[src/rtl/mmio_io_hub.sv]
// Memory-mapped IO hub: synchronised switches, debounced confirm button with a
// sticky pending flag, LED register and a paired-digit seven-segment scanner.
module mmio_io_hub #(
    parameter logic [31:0] IO_BASE         = 32'hFFFF_FC00,
    parameter int unsigned SW_WIDTH        = 16,
    parameter int unsigned DIGITS          = 8,
    parameter int unsigned SCAN_DIV        = 50000,
    parameter int unsigned DEBOUNCE_CYCLES = 20000
) (
    input  logic                clk,
    input  logic                rst,
    input  logic [31:0]         addr,
    input  logic                io_read,
    input  logic                io_write,
    input  logic [31:0]         wdata,
    output logic [31:0]         rdata,
    input  logic [SW_WIDTH-1:0] switch_in,
    input  logic                confirm_in,
    output logic [SW_WIDTH-1:0] led_out,
    output logic [DIGITS-1:0]   tub_sel,
    output logic [7:0]          seg_left,
    output logic [7:0]          seg_right
);
    localparam int unsigned Half  = DIGITS / 2;
    localparam int unsigned KW    = (Half > 1) ? $clog2(Half) : 1;
    localparam int unsigned ScanW = (SCAN_DIV > 1) ? $clog2(SCAN_DIV) : 1;
    localparam int unsigned DbW   = (DEBOUNCE_CYCLES > 1) ? $clog2(DEBOUNCE_CYCLES) : 1;

    logic [SW_WIDTH-1:0] sw_s1_q, sw_s1_d, sw_s2_q, sw_s2_d;
    logic                btn_s1_q, btn_s1_d, btn_s2_q, btn_s2_d;
    logic                db_level_q, db_level_d, db_prev_q, db_prev_d;
    logic [DbW-1:0]      db_cnt_q, db_cnt_d;
    logic                pending_q, pending_d;
    logic [31:0]         display_q, display_d;
    logic [SW_WIDTH-1:0] led_q, led_d;
    logic                ctrl_q, ctrl_d;
    logic [ScanW-1:0]    scan_cnt_q, scan_cnt_d;
    logic [KW-1:0]       k_q, k_d;
    logic [DIGITS-1:0]   tub_sel_q, tub_sel_d;
    logic [7:0]          seg_left_q, seg_left_d, seg_right_q, seg_right_d;
    logic [3:0]          lo_digit, hi_digit;

    logic       hit;
    logic [2:0] word;
    logic       unused_addr;

    assign hit         = (addr[31:5] == IO_BASE[31:5]);
    assign word        = addr[4:2];
    assign unused_addr = ^addr[1:0];

    // Hex digit to {dp,g,f,e,d,c,b,a}; dp never lit.
    function automatic logic [7:0] glyph(input logic [3:0] v);
        case (v)
            4'h0: glyph = 8'h3F;
            4'h1: glyph = 8'h06;
            4'h2: glyph = 8'h5B;
            4'h3: glyph = 8'h4F;
            4'h4: glyph = 8'h66;
            4'h5: glyph = 8'h6D;
            4'h6: glyph = 8'h7D;
            4'h7: glyph = 8'h07;
            4'h8: glyph = 8'h7F;
            4'h9: glyph = 8'h6F;
            4'hA: glyph = 8'h77;
            4'hB: glyph = 8'h7C;
            4'hC: glyph = 8'h39;
            4'hD: glyph = 8'h5E;
            4'hE: glyph = 8'h79;
            default: glyph = 8'h71;
        endcase
    endfunction

    // Next state: synchronisers, debouncer, pending flag, registers, scanner.
    always_comb begin
        sw_s1_d     = switch_in;
        sw_s2_d     = sw_s1_q;
        btn_s1_d    = confirm_in;
        btn_s2_d    = btn_s1_q;
        db_level_d  = db_level_q;
        db_cnt_d    = '0;
        db_prev_d   = db_level_q;
        pending_d   = pending_q;
        display_d   = display_q;
        led_d       = led_q;
        ctrl_d      = ctrl_q;
        scan_cnt_d  = scan_cnt_q + 1'b1;
        k_d         = k_q;
        tub_sel_d   = '0;
        seg_left_d  = '0;
        seg_right_d = '0;

        // Level flips only after DEBOUNCE_CYCLES consecutive disagreeing samples.
        if (btn_s2_q != db_level_q) begin
            if (db_cnt_q == DbW'(DEBOUNCE_CYCLES - 1)) begin
                db_level_d = btn_s2_q;
            end else begin
                db_cnt_d = db_cnt_q + 1'b1;
            end
        end

        if (io_write && hit) begin
            case (word)
                3'd1: pending_d = 1'b0;
                3'd2: display_d = wdata;
                3'd3: led_d     = wdata[SW_WIDTH-1:0];
                3'd4: ctrl_d    = wdata[0];
                default: ;
            endcase
        end
        // A debounced press beats a simultaneous software clear.
        if (db_level_q && !db_prev_q) begin
            pending_d = 1'b1;
        end

        if (scan_cnt_q == ScanW'(SCAN_DIV - 1)) begin
            scan_cnt_d = '0;
            k_d        = (k_q == KW'(Half - 1)) ? '0 : k_q + 1'b1;
        end

        // Outputs are registered from next-state so they track register writes at once.
        lo_digit = 4'(display_d >> {k_d, 2'b00});
        hi_digit = 4'((display_d >> (4 * Half)) >> {k_d, 2'b00});
        if (ctrl_d) begin
            tub_sel_d   = (DIGITS'(1) << k_d) | ((DIGITS'(1) << Half) << k_d);
            seg_right_d = glyph(lo_digit);
            seg_left_d  = glyph(hi_digit);
        end
    end

    // Combinational read mux into the writeback path.
    always_comb begin
        rdata = '0;
        if (io_read && hit) begin
            case (word)
                3'd0: rdata = 32'(sw_s2_q);
                3'd1: rdata = {31'b0, pending_q};
                3'd2: rdata = display_q;
                3'd3: rdata = 32'(led_q);
                3'd4: rdata = {31'b0, ctrl_q};
                default: rdata = '0;
            endcase
        end
    end

    // State registers with asynchronous reset.
    always_ff @(posedge clk or posedge rst) begin
        if (rst) begin
            sw_s1_q     <= '0;
            sw_s2_q     <= '0;
            btn_s1_q    <= 1'b0;
            btn_s2_q    <= 1'b0;
            db_level_q  <= 1'b0;
            db_prev_q   <= 1'b0;
            db_cnt_q    <= '0;
            pending_q   <= 1'b0;
            display_q   <= '0;
            led_q       <= '0;
            ctrl_q      <= 1'b0;
            scan_cnt_q  <= '0;
            k_q         <= '0;
            tub_sel_q   <= '0;
            seg_left_q  <= '0;
            seg_right_q <= '0;
        end else begin
            sw_s1_q     <= sw_s1_d;
            sw_s2_q     <= sw_s2_d;
            btn_s1_q    <= btn_s1_d;
            btn_s2_q    <= btn_s2_d;
            db_level_q  <= db_level_d;
            db_prev_q   <= db_prev_d;
            db_cnt_q    <= db_cnt_d;
            pending_q   <= pending_d;
            display_q   <= display_d;
            led_q       <= led_d;
            ctrl_q      <= ctrl_d;
            scan_cnt_q  <= scan_cnt_d;
            k_q         <= k_d;
            tub_sel_q   <= tub_sel_d;
            seg_left_q  <= seg_left_d;
            seg_right_q <= seg_right_d;
        end
    end

    assign led_out   = led_q;
    assign tub_sel   = tub_sel_q;
    assign seg_left  = seg_left_q;
    assign seg_right = seg_right_q;

endmodule
[config.mk]
export PLATFORM = sky130hd
export DESIGN_NAME = mmio_io_hub
export DESIGN_NICKNAME = d
export VERILOG_FILES = /design/src/rtl/mmio_io_hub.sv
export SDC_FILE = /design/constraint.sdc
export NUM_CORES = 1
export LEC_CHECK = 0
export ABC_AREA = 1
export CORE_ASPECT_RATIO = 1.25
export CORE_MARGIN = 4
export CORE_UTILIZATION = 45
export CTS_BUF_LIST = sky130_fd_sc_hd__clkbuf_8
export CTS_CLUSTER_DIAMETER = 80
export DETAILED_ROUTE_END_ITERATION = 12
export DONT_BUFFER_PORTS = 1
export GPL_TIMING_DRIVEN = 0
export SKIP_LAST_GASP = 1
export SLEW_MARGIN = 20
export SYNTH_ARGS = -nofsm -noshare
export SYNTH_HDL_FRONTEND = slang
export SYNTH_SLANG_ARGS = --single-unit
[constraint.sdc]
create_clock -name clk -period 4.8 [get_ports clk]
set_input_delay 1.2 -clock clk [delete_from_list [all_inputs] [get_ports clk]]
set_output_delay 1.2 -clock clk [all_outputs]
set_load 0.02 [all_outputs]
==> flow_summary.yaml <==
status:
  status: "finished, final reports clean"
cts:
  cts_tree: "yes"
  cts_max_level: 4
  tritoncts.num_buffers: 17
  cts_repair_resize_count: 0
  ctsHoldBuffers: 0
  path_clk_slew_ns: 0.08
  cts_root_buffer: "clkbuf_8"
  clk_latency_ns: 0.45
  post_cts.repair.setup_buffers: 0
  max_root_sink_buffers: 2
  cts.sinks: 137
place:
  final_wtd_congestion: 0.856
  placement.io_buffers: 0
  place_ws_ns: 0.381
  dp.final_hpwl_mm: 14.2
logic_synthesis:
  sequential_cell_area_fraction_in_the_yosys_report_pct: 47.8
  synth_largest_area_cell: "dfrtp_1"
  synth_compound_area_share_pct: 6.53
  synthMuxAreaShare_pct: 1.26
  number_of_flops_mapped_to_enable_cells_by_yosys: 0
  synth.cell_area_sq_um: 7170
  synthesis.yosys.warnings: 0
  synth_adder_area_share_pct: 2.62
  synth_cell_type_count: 43
  ys_ff_latch: 137
  netlist_top_cells_area: "dfrtp_1 (48%), nand2_1 (16%), inv_1 (5.0%)"
  synth-xor-area-share_pct: 0.977
  main_combinational_cell_family_by_area_after_synthesis: "simple AND/OR/NAND/NOR gates"
  synth_top_cell_area_share_pct: 47.8
  synth_simple_gate_area_share_pct: 32.5
  synth_common_cells: "nand2_1 (311), dfrtp_1 (137), inv_1 (95)"
  synthMostInstantiatedCell: "nand2_1"
  post_synth_top_flop: "dfrtp_1"
  syn-instance-count: 904
  syn-mean-instance-area_sq_um: 7.93
  asr_flop_ratio_synth_pct: 100
timing:
  setup_total_negative_slack_ns: 0
  worstMarginPinSlew_ns: 0.822
  final.setup.worst_slack_ns: 0.399
  grt_setup_unrepaired: "false"
  setup_viol_count_final: 0
  finalHoldViolations: 0
  achievable-frequency_mhz: 227
  drv_slew: 0
  share_of_the_cycle_needed_by_the_critical_path_after_routing_pct: 91.7
  worst_clock_skew_ns: 0.00878
  maxSlewHeadroom_pct: 44.8
  post-route-min-period_ns: 4.40
routing:
  detail-route-antenna-nets: 0
  routed_wl_mm: 18.6
  detail_route.wl_per_cell_um: 16.2
  drt_first_iter_violations: 277
  route.vias.total: 5839
  detailedRoute.firstPassIterationCount: 5
  viasPerCell: 5.07
  route.detailed.drc: 0
worst_setup_path:
  timing.critical_path.depth: 8
  critical_path.top_delay_family: "buffers and inverters"
  worstReg2RegStart: "scan_cnt_q[0]"
  worst_path_max_delay_cell: "a31oi_1"
  crit_path_cell_trace: "buf_2 -> clkbuf_1 -> nor2_1 -> nand2_1 -> inv_1 -> clkbuf_1 -> nand2_1 -> a31oi_1"
  setup.worst_path.class: "primary input to output port"
  largest_fanout_on_the_critical_path: 10
  critical_path_arrival_ns: 3.20
  depth_of_the_worst_register_to_register_path: 18
  critPathBufInv: 4
  worst-endpoint-required_ns: 3.60
  cp-end-kind: "output port"
  slowest_delay_ns: 0.54
  setup.worst_path.start_class: "primary input"
  crit_start: "addr[3]"
floorplanning:
  die_width_um: 121
  dieHeight_um: 149
  placeableCoreArea_sq_um: 15600
  die_area_sq_um: 18000
  floorplan.rows: 51
  initial_utilization_pct: 45.9
  num_io_pins: 157
grt:
  total_global_route_track_usage_pct: 21.2
  maximum_number_of_pins_on_one_net_before_global_route_repair: 32
  grt_use_met2_pct: 37.2
  initial_antenna_violation_count: 0
  globalRouteOverflowTotal: 0
  grt_use_met3_pct: 5.80
  grt.busiest_layer: "met2"
  grt_pass1_vias: 5689
  met1_use_gr_pct: 25.0
  global_route_wire_length_before_repair_mm: 29.4
run:
  max-cap-violations: 0
cells_and_area:
  area_growth_pct: 11.0
  nFillCells: 1529
  layout-drive-gt1-share_pct: 12.2
  final_net_count: 1028
  insertedDiodeCount: 0
min_path:
  hold_start: "sw_s1_q[5]"
  hp-class: "flip-flop to flip-flop"
  number_of_cells_on_the_worst_hold_path: 0
pwr:
  vdd.ir_drop.worst_v: 0.000123
  power.density_cell_area_nw_per_um2: 290
  static-leakage-power_nw: 3.94
## cells by family (layout without fill, tap and decap cells)
| family | Yosys count | in the layout |
|---|---|---|
| AO/OA/AOI/OAI | 83 | 83 |
| flip-flops | 137 | 137 |
| other | 1 | 2 |
| multiplexers | 8 | 8 |
| buffers and inverters | 140 | 175 |
| adder cells (fa/ha/maj) | 15 | 15 |
| AND/OR/NAND/NOR | 512 | 512 |
| XOR/XNOR | 8 | 8 |
## where the power goes
group,switching (mW),internal [mW]
combinational,0.0681,0.0246
sequential,0.00549,1.17
clock,0.452,0.588
## registers in the layout (all words and copies together), names as in the netlist, 2 cells and up
register,count
sw_s2_q,16
led_out,16
tub_sel,4
db_cnt_q,15
scan_cnt_q,16
sw_s1_q,16
seg_right,7
k_q,2
seg_left,7
display_q,32
## layout by cell type (no fill, tap or decap), types with 10 or more instances in the layout
master	Yosys	final
inv_2	10	10
dfrtp_1	137	137
nor2_4	10	10
a21oi_1	17	17
nand2_1	311	311
o21ai_0	33	33
nand2_2	15	15
clkbuf_8	0	19
inv_1	95	94
ha_1	15	15
nand3_1	22	22
a31oi_1	13	13
nor3_1	20	20
clkbuf_1	12	12
nand4_1	34	34
nor2_1	74	74
## layer usage
metal	share of wire (%)	vias up
met3	6.6	29
met2	52	152
met5	0	-
met1	40	2752
met4	2.0	0
li1	-	2906
## final timing paths
kind                                endpoint  slack, ns
worst max-delay path               rdata[14]       0.40
worst min-delay path              sw_s2_q[5]       0.34
worst max register to register  seg_right[3]       2.18
worst min register to register    sw_s2_q[5]       0.34
max in group asynchronous        seg_left[3]       3.08
min in group asynchronous         sw_s2_q[4]       0.71
## through the flow
step | std cells | cell area [sq um] | power [mW] | hold WS [ns] | util (%)
floorplan | 905 | 7180 | 1.26 | 0.331 | -
global placement | 1117 | 7440 | 1.28 | 0.333 | 47.6
detailed placement | 1121 | 7520 | 1.29 | 0.335 | 48.1
CTS | 1152 | 7960 | 2.34 | 0.341 | 50.9
global route | 1152 | 7960 | 2.40 | 0.349 | 50.9
finish | 1152 | 7960 | 2.31 | 0.338 | 50.9
## final cells by class
class	count	area [sq um]	share of cell area [%]
plain buffers	33	190	2.39
clock buffers	19	262	3.29
clock inverters	12	174	2.19
inverters	107	408	5.13
multi-input cells	628	3150	39.6
flip-flops and latches	137	3430	43.1
well taps	212	265	3.33
repair buffers	4	80.1	1.01
No activity file was read; power rests on OpenSTA's default activity.
